**config.mk**
```make
export PLATFORM = sky130hd
export DESIGN_NAME = mem_req_arbiter
export DESIGN_NICKNAME = d
export VERILOG_FILES = /design/src/rtl/mem_req_arbiter.sv
export SDC_FILE = /design/constraint.sdc
export NUM_CORES = 1
export LEC_CHECK = 0
export ABC_AREA = 1
export CORE_AREA = 2 2 105 107
export DETAILED_ROUTE_END_ITERATION = 16
export DIE_AREA = 0 0 107 109
export PLACE_DENSITY = 0.87
export SYNTH_ARGS = -nofsm -noshare
export SYNTH_HDL_FRONTEND = slang
export SYNTH_SLANG_ARGS = --single-unit
export TNS_END_PERCENT = 10
```
**constraint.sdc**
```tcl
create_clock -name clk -period 3.5 [get_ports clk]
set_input_delay 0.875 -clock clk [delete_from_list [all_inputs] [get_ports clk]]
set_output_delay 0.875 -clock clk [all_outputs]
set_load 0.005 [all_outputs]
```
**src/rtl/mem_req_arbiter.sv**
```systemverilog
// Round-robin arbiter sharing one memory request port between an I-fetch and a
// data requester, steering in-order read responses back via a small tag FIFO.
module mem_req_arbiter #(
    parameter int CPU_WIDTH      = 32,
    parameter int WORD_ADDR_BITS = 30,
    parameter int OUTSTANDING    = 2
) (
    input  logic                      clk,
    input  logic                      reset_n,

    input  logic                      i_req_val,
    output logic                      i_req_rdy,
    input  logic [WORD_ADDR_BITS-1:0] i_req_addr,
    output logic                      i_resp_val,
    output logic [CPU_WIDTH-1:0]      i_resp_data,

    input  logic                      d_req_val,
    output logic                      d_req_rdy,
    input  logic [WORD_ADDR_BITS-1:0] d_req_addr,
    input  logic [CPU_WIDTH-1:0]      d_req_data,
    input  logic [3:0]                d_req_write,
    output logic                      d_resp_val,
    output logic [CPU_WIDTH-1:0]      d_resp_data,

    output logic                      mem_req_val,
    input  logic                      mem_req_rdy,
    output logic [WORD_ADDR_BITS-1:0] mem_req_addr,
    output logic [CPU_WIDTH-1:0]      mem_req_data,
    output logic [3:0]                mem_req_write,
    input  logic                      mem_resp_val,
    input  logic [CPU_WIDTH-1:0]      mem_resp_data,

    output logic                      resp_err
);

    localparam int   CW    = $clog2(OUTSTANDING + 1);
    localparam int   PW    = (OUTSTANDING > 1) ? $clog2(OUTSTANDING) : 1;
    localparam logic TAG_I = 1'b0;
    localparam logic TAG_D = 1'b1;

    logic [CW-1:0]          count;
    logic [PW-1:0]          wptr, rptr;
    logic [OUTSTANDING-1:0] tags;
    logic                   last_grant;

    logic full, d_is_write, i_elig, d_elig, grant_d;
    logic hs, push, pop, head_tag;

    function automatic logic [PW-1:0] ptr_inc(input logic [PW-1:0] p);
        if (p == PW'(OUTSTANDING - 1)) return '0;
        return p + PW'(1);
    endfunction

    // Full is taken from the registered count only; a slot freed by this
    // cycle's response becomes usable next cycle.
    assign full       = (count == CW'(OUTSTANDING));
    assign d_is_write = |d_req_write;
    assign i_elig     = i_req_val & ~full;
    assign d_elig     = d_req_val & (d_is_write | ~full);

    // On a tie the requester that did not win the last handshake goes first.
    assign grant_d = d_elig & (~i_elig | (last_grant == TAG_I));

    assign mem_req_val   = grant_d ? d_elig : i_elig;
    assign mem_req_addr  = grant_d ? d_req_addr : i_req_addr;
    assign mem_req_data  = grant_d ? d_req_data : '0;
    assign mem_req_write = grant_d ? d_req_write : 4'b0000;

    assign i_req_rdy = ~grant_d & i_elig & mem_req_rdy;
    assign d_req_rdy =  grant_d & d_elig & mem_req_rdy;

    assign hs       = mem_req_val & mem_req_rdy;
    assign push     = hs & ~(grant_d & d_is_write);
    assign pop      = mem_resp_val & (count != '0);
    assign head_tag = tags[rptr];

    always_ff @(posedge clk or negedge reset_n) begin
        if (!reset_n) begin
            count      <= '0;
            wptr       <= '0;
            rptr       <= '0;
            tags       <= '0;
            last_grant <= TAG_I;
        end else begin
            if (hs)
                last_grant <= grant_d ? TAG_D : TAG_I;
            if (push) begin
                tags[wptr] <= grant_d ? TAG_D : TAG_I;
                wptr       <= ptr_inc(wptr);
            end
            if (pop)
                rptr <= ptr_inc(rptr);
            case ({push, pop})
                2'b10:   count <= count + CW'(1);
                2'b01:   count <= count - CW'(1);
                default: count <= count;
            endcase
        end
    end

    // Response steering: one registered cycle after the memory response.
    always_ff @(posedge clk or negedge reset_n) begin
        if (!reset_n) begin
            i_resp_val  <= 1'b0;
            d_resp_val  <= 1'b0;
            i_resp_data <= '0;
            d_resp_data <= '0;
            resp_err    <= 1'b0;
        end else begin
            i_resp_val <= pop & (head_tag == TAG_I);
            d_resp_val <= pop & (head_tag == TAG_D);
            if (pop && head_tag == TAG_I)
                i_resp_data <= mem_resp_data;
            if (pop && head_tag == TAG_D)
                d_resp_data <= mem_resp_data;
            if (mem_resp_val && count == '0)
                resp_err <= 1'b1;
        end
    end

endmodule
```
==> impl_summary.md, run 1 <==
Status
The run finished with clean final reports.

Timing
The final setup violation count is 0. The minimum clock period after layout is around 3.4 ns. The final clock period utilization by the worst path is between 90% and 100%. The final hold violation count came to 0. At the pin with the least slew margin, the transition time is about 0.91 ns.

The worst clock skew on the final layout is between 0.01 and 0.015 ns. In the post-route analysis, the smallest setup slack over all paths is ~0.078 ns. The maximum operating frequency is around 0.3 GHz. The final number of max-transition violations came to 0.

Measured against its own limit, the worst slew margin works out to 39.1%. For the final routed database, the setup TNS stands at 0 ns.

Die
The floorplan step defined a core boundary enclosing between 10000 and 15000 um^2. The floorplan step set the die width to 107 um. The count of standard-cell rows is 38. The die span in y is 109 um. During I/O placement, the number of pins put on the boundary was 270. The die covers ~12000 um^2.

The initial utilization of the core area, before any placement, comes to roughly a third.

Critical path
The critical path crosses 7 cells after its start point. The top cell family by delay on the critical path is buffers and inverters. The required time at the worst-slack endpoint is 2.62 ns. Walking the worst path, the cells encountered are clkdlybuf4s50_1 -> nand3_4 -> buf_12 -> buf_16 -> buf_4 -> nor2_1 -> clkdlybuf4s50_1. The signal arrival time at the worst endpoint is ~2.6 ns.

The critical path is of the input port to output port type. Of all nets on the critical path, the largest fanout is 22. For this design, the slowest cell found on the critical path is sky130_fd_sc_hd__clkdlybuf4s50_1. On the worst path, the slowest cell contributes a delay of 0.52 ns. The cell count of the worst reg-to-reg path is 9. The worst setup path is captured at an output port. The kind of launch point of the worst setup path is an input port. The startpoint identified for the worst register-to-register timing path is count[0]. By instance count, the cell type seen most on the critical path is sky130_fd_sc_hd__clkdlybuf4s50_1. The most critical setup path has its startpoint at d_req_val. The number of buffers and inverters on the critical path is 5.

Finish
The share of cells above drive strength 1 is approximately 7.6%. The final net count is between 800 and 900. Leaving out fill and tap cells, the most frequent cell in the layout is sky130_fd_sc_hd__clkdlybuf4s50_1. The footprint of the multi-input gates is between 1000 and 1500 um^2. Relative to the synthesized area, the layout overhead comes to 90.9%. The final antenna diode count is 0. In the layout the commonest cells are 262 x sky130_fd_sc_hd__clkdlybuf4s50_1, 167 x sky130_fd_sc_hd__nand2_1, 75 x sky130_fd_sc_hd__inv_1. The register area is about 1900 um^2. After the flow finishes, the layout carries non-filler instances totaling 893. The filler cells instantiated in the layout total between 800 and 900. The finished cells cover about 6800 um^2.

Clock network
The number of buffers created by CTS is 9. Counting every sink on the clock net gives between 70 and 80. The clock-pin slew reported for the worst setup and hold paths after clock tree synthesis is 0.08 ns. The maximum count of clock buffers along a single path is 2. The TritonCTS clock tree is built.

The clock tree root buffer cell is sky130_fd_sc_hd__clkbuf_8. The number of hold buffers added after cts is 0. The H-tree generated during clock tree synthesis spans 3 levels. The clock latency of the later-clocked register in the worst-skew pair is between 0.3 and 0.4 ns.

Yosys
Each instance of the synthesized netlist takes up on average between 7 and 8 um^2. The net count of the mapped netlist is approximately 600. The count of yosys warnings during synthesis is 0. The number of flip-flops and latches in the synthesized netlist is between 70 and 80. The post-synthesis instance area is approximately 3600 um^2.

The synthesized netlist contains 24 unique library cells. The cell count after synthesis is around 470. The sequential element share of the synthesized area is slightly above 50%.

Place
Counting tap cells, the placed design contains a total of roughly 870 instances. Prior to clock tree synthesis, the placed netlist has a worst setup slack of -0.265 ns. During placement, the flow inserted port buffers numbering around 270.

The estimated wirelength of the detail-placed design is between 10 and 15 mm. The global placer's final weighted congestion is approximately 0.84. The cell area after placement is between 6000 and 7000 um^2.

GRT
The first-pass GRT wire length is ~21 mm. In the global route stage, overall resource usage came out at approximately a quarter. The via count of the first global-routing pass came to between 4000 and 5000.

The total overflow left after global routing is 0. The initial antenna violation count is 2. Entering global routing, the biggest net connects 75 pins.

Routing
The routed wire length per instance is about 16 um. Summed over all layers, the routed wires come to 14.3 mm. The first detailed-routing pass ran for 5 iterations. The average via count per standard cell is 4.61. The first-iteration detailed-routing DRC count is approximately 290. Summing over every cut layer, the via total after detailed routing is 4114. In the routed design, unresolved DRC markers number 0. The count of antenna-violating nets left after detailed routing is 0.

Flow run
The number of max-cap violations is 0.

Min path
The number of instances on the worst hold path is 2. The path class of the tightest hold or removal check is flop to flop. The startpoint of the most critical hold path is i_resp_data[23].

Power and ir drop
IR analysis of the VDD net gives a maximum drop of between 0.3 and 0.4 mV. Total power for the finished layout comes to about 4.3 mW. The total power divided by cell area is approximately 630 nW/um^2. The standby leakage power is approximately 3.3 nW.
-- worst register-to-register path, cell delays in order, from the launching register on --
cell	delay [ns]
sky130_fd_sc_hd__dfrtp_1	0.47
sky130_fd_sc_hd__nor2_2	0.30
sky130_fd_sc_hd__nand3_4	0.15
sky130_fd_sc_hd__buf_4	0.17
sky130_fd_sc_hd__nand4_1	0.11
sky130_fd_sc_hd__nand2_1	0.10
sky130_fd_sc_hd__ha_1	0.33
sky130_fd_sc_hd__a21oi_1	0.11
sky130_fd_sc_hd__o21ai_0	0.11
sky130_fd_sc_hd__xor2_1	0.16
-- path summary, 6_finish.rpt --
check                                  end  slack [ns]
max reg2reg                       count[1]        1.37
min                        i_resp_data[23]        0.49
max                        mem_req_data[1]        0.08
max in group asynchronous  d_resp_data[14]        2.23
min reg2reg                i_resp_data[23]        0.49
min in group asynchronous       d_resp_val        0.67
-- metrics by stage --
step                      hold slack, ns  utilization (%)
after floorplan                    0.442                -
after global placement             0.464             60.5
after detailed placement           0.474             60.5
after CTS                          0.495             64.4
after global routing               0.529             64.6
final                              0.492             64.6
-- cell families after synthesis --
logic type	count (synthesis)	synth area share [%]
AOI/OAI and AO/OA	71	10.4
xor gates and xnor gates	3	0.733
adders and majority gates	1	0.349
buffers and inverters	102	12.7
DFF	74	51.6
and+or+nand+nor	218	24.2
-- cells in the mapped netlist --
cell type / instances / area share, %
sky130_fd_sc_hd__nand3_2: 2 / 0.56
sky130_fd_sc_hd__nand4_1: 5 / 0.87
sky130_fd_sc_hd__xor2_1: 1 / 0.24
sky130_fd_sc_hd__buf_4: 8 / 1.7
sky130_fd_sc_hd__ha_1: 1 / 0.35
sky130_fd_sc_hd__nor2_2: 1 / 0.17
sky130_fd_sc_hd__inv_2: 5 / 0.52
sky130_fd_sc_hd__inv_1: 75 / 7.8
sky130_fd_sc_hd__a21oi_2: 1 / 0.24
sky130_fd_sc_hd__nor3_2: 1 / 0.28
sky130_fd_sc_hd__buf_2: 10 / 1.4
sky130_fd_sc_hd__buf_6: 4 / 1.3
sky130_fd_sc_hd__xnor2_1: 2 / 0.49
sky130_fd_sc_hd__o21ai_1: 64 / 8.9
sky130_fd_sc_hd__o21ai_2: 2 / 0.49
sky130_fd_sc_hd__dfrtp_1: 74 / 52
sky130_fd_sc_hd__nand3_1: 1 / 0.14
sky130_fd_sc_hd__nand2_1: 167 / 17
sky130_fd_sc_hd__nor2_1: 39 / 4.1
sky130_fd_sc_hd__nor2_4: 2 / 0.63
sky130_fd_sc_hd__o21ai_0: 1 / 0.14
sky130_fd_sc_hd__a31o_2: 1 / 0.24
sky130_fd_sc_hd__o21bai_1: 1 / 0.21
sky130_fd_sc_hd__a21oi_1: 1 / 0.14
-- power breakdown --
group,total [mW],internal [mW],switching (mW)
registers,1.47,1.24,0.233
logic,2.15,1.25,0.898
clock network,0.725,0.403,0.322
-- layout make-up --
type	instances	area share [%]
timing repair buffer	289	43.3
sequential	74	27.0
multi-input combinational	293	19.3
inverter	80	4.57
tap	140	2.56
clock buffer	10	1.86
clock inverter	6	1.30
timing repair inverter	1	0.128
-- routing by layer --
metal  vias to the layer above  wire, um  global-route usage (%)
met5                         -        14                       0
met4                         4       211                    6.40
met3                        25      1420                    9.68
met2                       190      6920                    37.8
met1                      1920      5760                    29.7
li1                       1975         -                       -
-- sequential cells by signal, indices dropped and copies added (netlist names) --
signal	count
d_resp_data	32
i_resp_data	32
count	2
tags	2
d_resp_val	1
i_resp_val	1
last_grant	1
resp_err	1
rptr	1
wptr	1
-- timing repair --
item | CTS | global route
pin swaps | 4 | 1
resized for setup | 22 | 0
cloned | 4 | 0
buffers inserted | 4 | 3
setup endpoints to repair | 56 | 11
(Power assumes the default switching activity.)
==> run 2, diff against run 1 <==
--- a/config.mk
+++ b/config.mk
@@ -6,10 +6,12 @@
 export NUM_CORES = 1
 export LEC_CHECK = 0
 export ABC_AREA = 1
+export CAP_MARGIN = 10
 export CORE_AREA = 2 2 105 107
 export DETAILED_ROUTE_END_ITERATION = 16
 export DIE_AREA = 0 0 107 109
 export PLACE_DENSITY = 0.87
+export SETUP_SLACK_MARGIN = 0.15
 export SYNTH_ARGS = -nofsm -noshare
 export SYNTH_HDL_FRONTEND = slang
 export SYNTH_SLANG_ARGS = --single-unit
==> impl_summary.md, run 2 (synthesis gave the netlist of run 1 again) <==
Finish
The number of antenna diodes in the final layout is 0. The share of cells above drive strength 1 is 7.69%. The library cell used most frequently in the layout, excluding fill and tap cells, is sky130_fd_sc_hd__clkdlybuf4s50_1. The fill cell total of the finished layout is a little under 900. The library cells used most frequently in the layout, excluding fill and tap cells, are 255 x sky130_fd_sc_hd__clkdlybuf4s50_1, 167 x sky130_fd_sc_hd__nand2_1, 75 x sky130_fd_sc_hd__inv_1. The area growth from synthesis to layout is 92.4%.

The footprint of the multi-input gates is between 1000 and 1500 um^2. The largest registers in the layout are d_resp_data: 32 flops, i_resp_data: 32 flops. The final net count is 884. The final cell utilization of the core is 65.1%.

The register area is approximately 1900 um^2.

Timing
Adding up every negative setup slack in the final design gives 0 ns. Headroom to the max-slew limit came out at 39.2%. The final clock period utilization by the worst path is between 90% and 100%. The maximum operating frequency is 0.292 GHz. The final hold violation count was 0. Setup repair after global routing could not meet its margin everywhere. The final number of max-transition violations is 0.

Hold is met by between 0.4 and 0.5 ns. The transition time at the pin with the least slew margin is 0.912 ns. The final setup violation count is 0. The clock period could shrink to 3.42 ns. Once routing completed, OpenROAD measured the worst setup slack at approximately 0.08 ns. The clock arrives with between 0.01 and 0.015 ns of skew.

GRT
The first global-routing pass estimated 21.0 mm of wire. Global routing used a little under a quarter of the available tracks across all layers. For this run the aggregate overflow at the end of global routing stands at 0. Entering global routing, the biggest net connects 75 pins. The initial antenna violation count is 2.

The via count of the first global-routing pass is about 4000.

Status
The flow ran to the end, and the final reports show no timing, DRC or antenna violations.

Clock network
The clock-pin slew reported for the worst setup and hold paths after clock tree synthesis is about 0.080 ns. The TritonCTS clock tree is built. The clock reaches the later pin of the worst-skew pair after 0.34 ns. The number of hold buffers added after cts is 0. TritonCTS created 9 clock buffers. The level count of the clock H-tree is 3. Clock tree synthesis selected as its root buffer the cell sky130_fd_sc_hd__clkbuf_8. The maximum count of clock buffers along a single path is 2.

The clock net sink count is 74.

Die
The count of standard-cell rows is 38. The initial core utilization is 33.8%. The floorplan step defined a die boundary enclosing 11700 um^2. The die is ~110 um tall. For this design the top-level I/O count stands at between 200 and 300.

The region available for standard cell placement spans 10600 um^2. In this run the horizontal extent of the chip is 107 um.

Power and ir drop
The total power divided by cell area is around 630 nW/um^2. IR analysis of the VDD net gives a maximum drop of roughly 0.32 mV. The analysis attributes to cell leakage a power of 3.39 nW.

Critical path
Data on the critical path is required at its endpoint by roughly 2.6 ns. The worst register-to-register path begins at count[0]. The number of cells on the worst reg-to-reg path is 11. The reg-to-reg critical path endpoint is count[1]. The internal reg-to-reg setup slack is 1.25 ns. The worst setup path is launched from an input port.

The largest fanout on the critical path is 11. The worst setup path is of the input port to output port kind. The signal arrival time at the worst endpoint is roughly 2.6 ns. The worst setup path is captured at an output port.

Min path
Along the worst hold path, the cell count comes to 2. The type of the tightest min-delay check is flop to flop. The hold path endpoint is i_resp_data[23].

The startpoint of the most critical hold path is i_resp_data[23].

Place
The wire-length estimate of the detail-placed layout is between 10 and 15 mm. The congestion estimate from routability-driven global placement came to 0.836. Prior to clock tree synthesis, the placed netlist has a worst setup slack of -0.265 ns. Buffers placed on the I/O ports in this run total 269.

Routing
In this run the remaining antenna-violating nets after routing total 0. Before antenna repair, the detailed router went through 4 iterations. Across all layers, the routed design uses 4113 vias.

The total wirelength of the detailed-routed design is 14.3 mm. The detailed router finished its first iteration with 280 violations. The average via count per standard cell is 4.60. The number of remaining DRC errors is 0. Dividing the detail-routed wire length by the instance count gives around 16 um.

Flow run
The tool flagged a number of max-cap violations equal to 0.
run 2: critical path: stages:
cell,delay (ns)
sky130_fd_sc_hd__dlygate4sd2_1,0.27
sky130_fd_sc_hd__nor2_4,0.16
sky130_fd_sc_hd__nand3_4,0.12
sky130_fd_sc_hd__nand3_4,0.12
sky130_fd_sc_hd__buf_12,0.16
sky130_fd_sc_hd__buf_12,0.11
sky130_fd_sc_hd__buf_16,0.12
sky130_fd_sc_hd__nand2_1,0.06
sky130_fd_sc_hd__nand2_1,0.06
sky130_fd_sc_hd__clkdlybuf4s50_1,0.49
run 2: metrics by stage:
stage | power, mW | instance area (um^2) | instances
3_5_place_dp | 3.55 | 6410 | 866
6_report | 4.36 | 6900 | 894
3_3_place_gp | 3.46 | 6410 | 866
5_1_grt | 4.66 | 6900 | 894
4_1_cts | 4.40 | 6850 | 891
2_1_floorplan | 2.24 | 3590 | 469
run 2: how the worst max path moves through the flow:
stage / startpoint / endpoint / slack [ns] / cells after the start
final: d_req_write[2] / mem_req_addr[0] / 0.08 / 10
after global routing: d_req_write[2] / mem_req_addr[24] / 0.01 / 10
after CTS: d_req_write[0] / mem_req_addr[9] / 0.07 / 10
after detailed placement: d_req_write[1] / mem_req_addr[29] / -0.27 / 8
after global placement: d_req_write[2] / mem_req_addr[29] / -0.22 / 8
after floorplan: d_req_write[2] / i_req_rdy / 1.06 / 6
run 2: power breakdown:
part	total, mW	internal (mW)	switching [mW]
logic	2.16	1.26	0.899
clock network	0.723	0.403	0.320
registers	1.48	1.24	0.234
run 2: repair_timing:
action | in CTS | in global routing
gates cloned | 4 | 0
pin swaps | 4 | 4
setup buffers | 5 | 3
gates resized for setup | 26 | 7
endpoints found under the setup margin | 69 | 65
run 2: layout make-up:
| type | instances | share of cell area, % |
|---|---|---|
| timing repair buffer | 291 | 43.8 |
| clock inverter | 6 | 1.29 |
| tap | 140 | 2.54 |
| sequential | 74 | 26.8 |
| inverter | 80 | 4.53 |
| multi-input combinational | 293 | 19.1 |
| clock buffer | 10 | 1.85 |
run 2: per-layer routing:
| layer | vias up | GRT usage [%] | routed length [um] |
|---|---|---|---|
| li1 | 1978 | - | - |
| met1 | 1928 | 29.9 | 5660 |
| met2 | 174 | 37.4 | 6930 |
| met3 | 29 | 9.92 | 1430 |
| met4 | 4 | 6.68 | 245 |
| met5 | - | 0 | 14 |
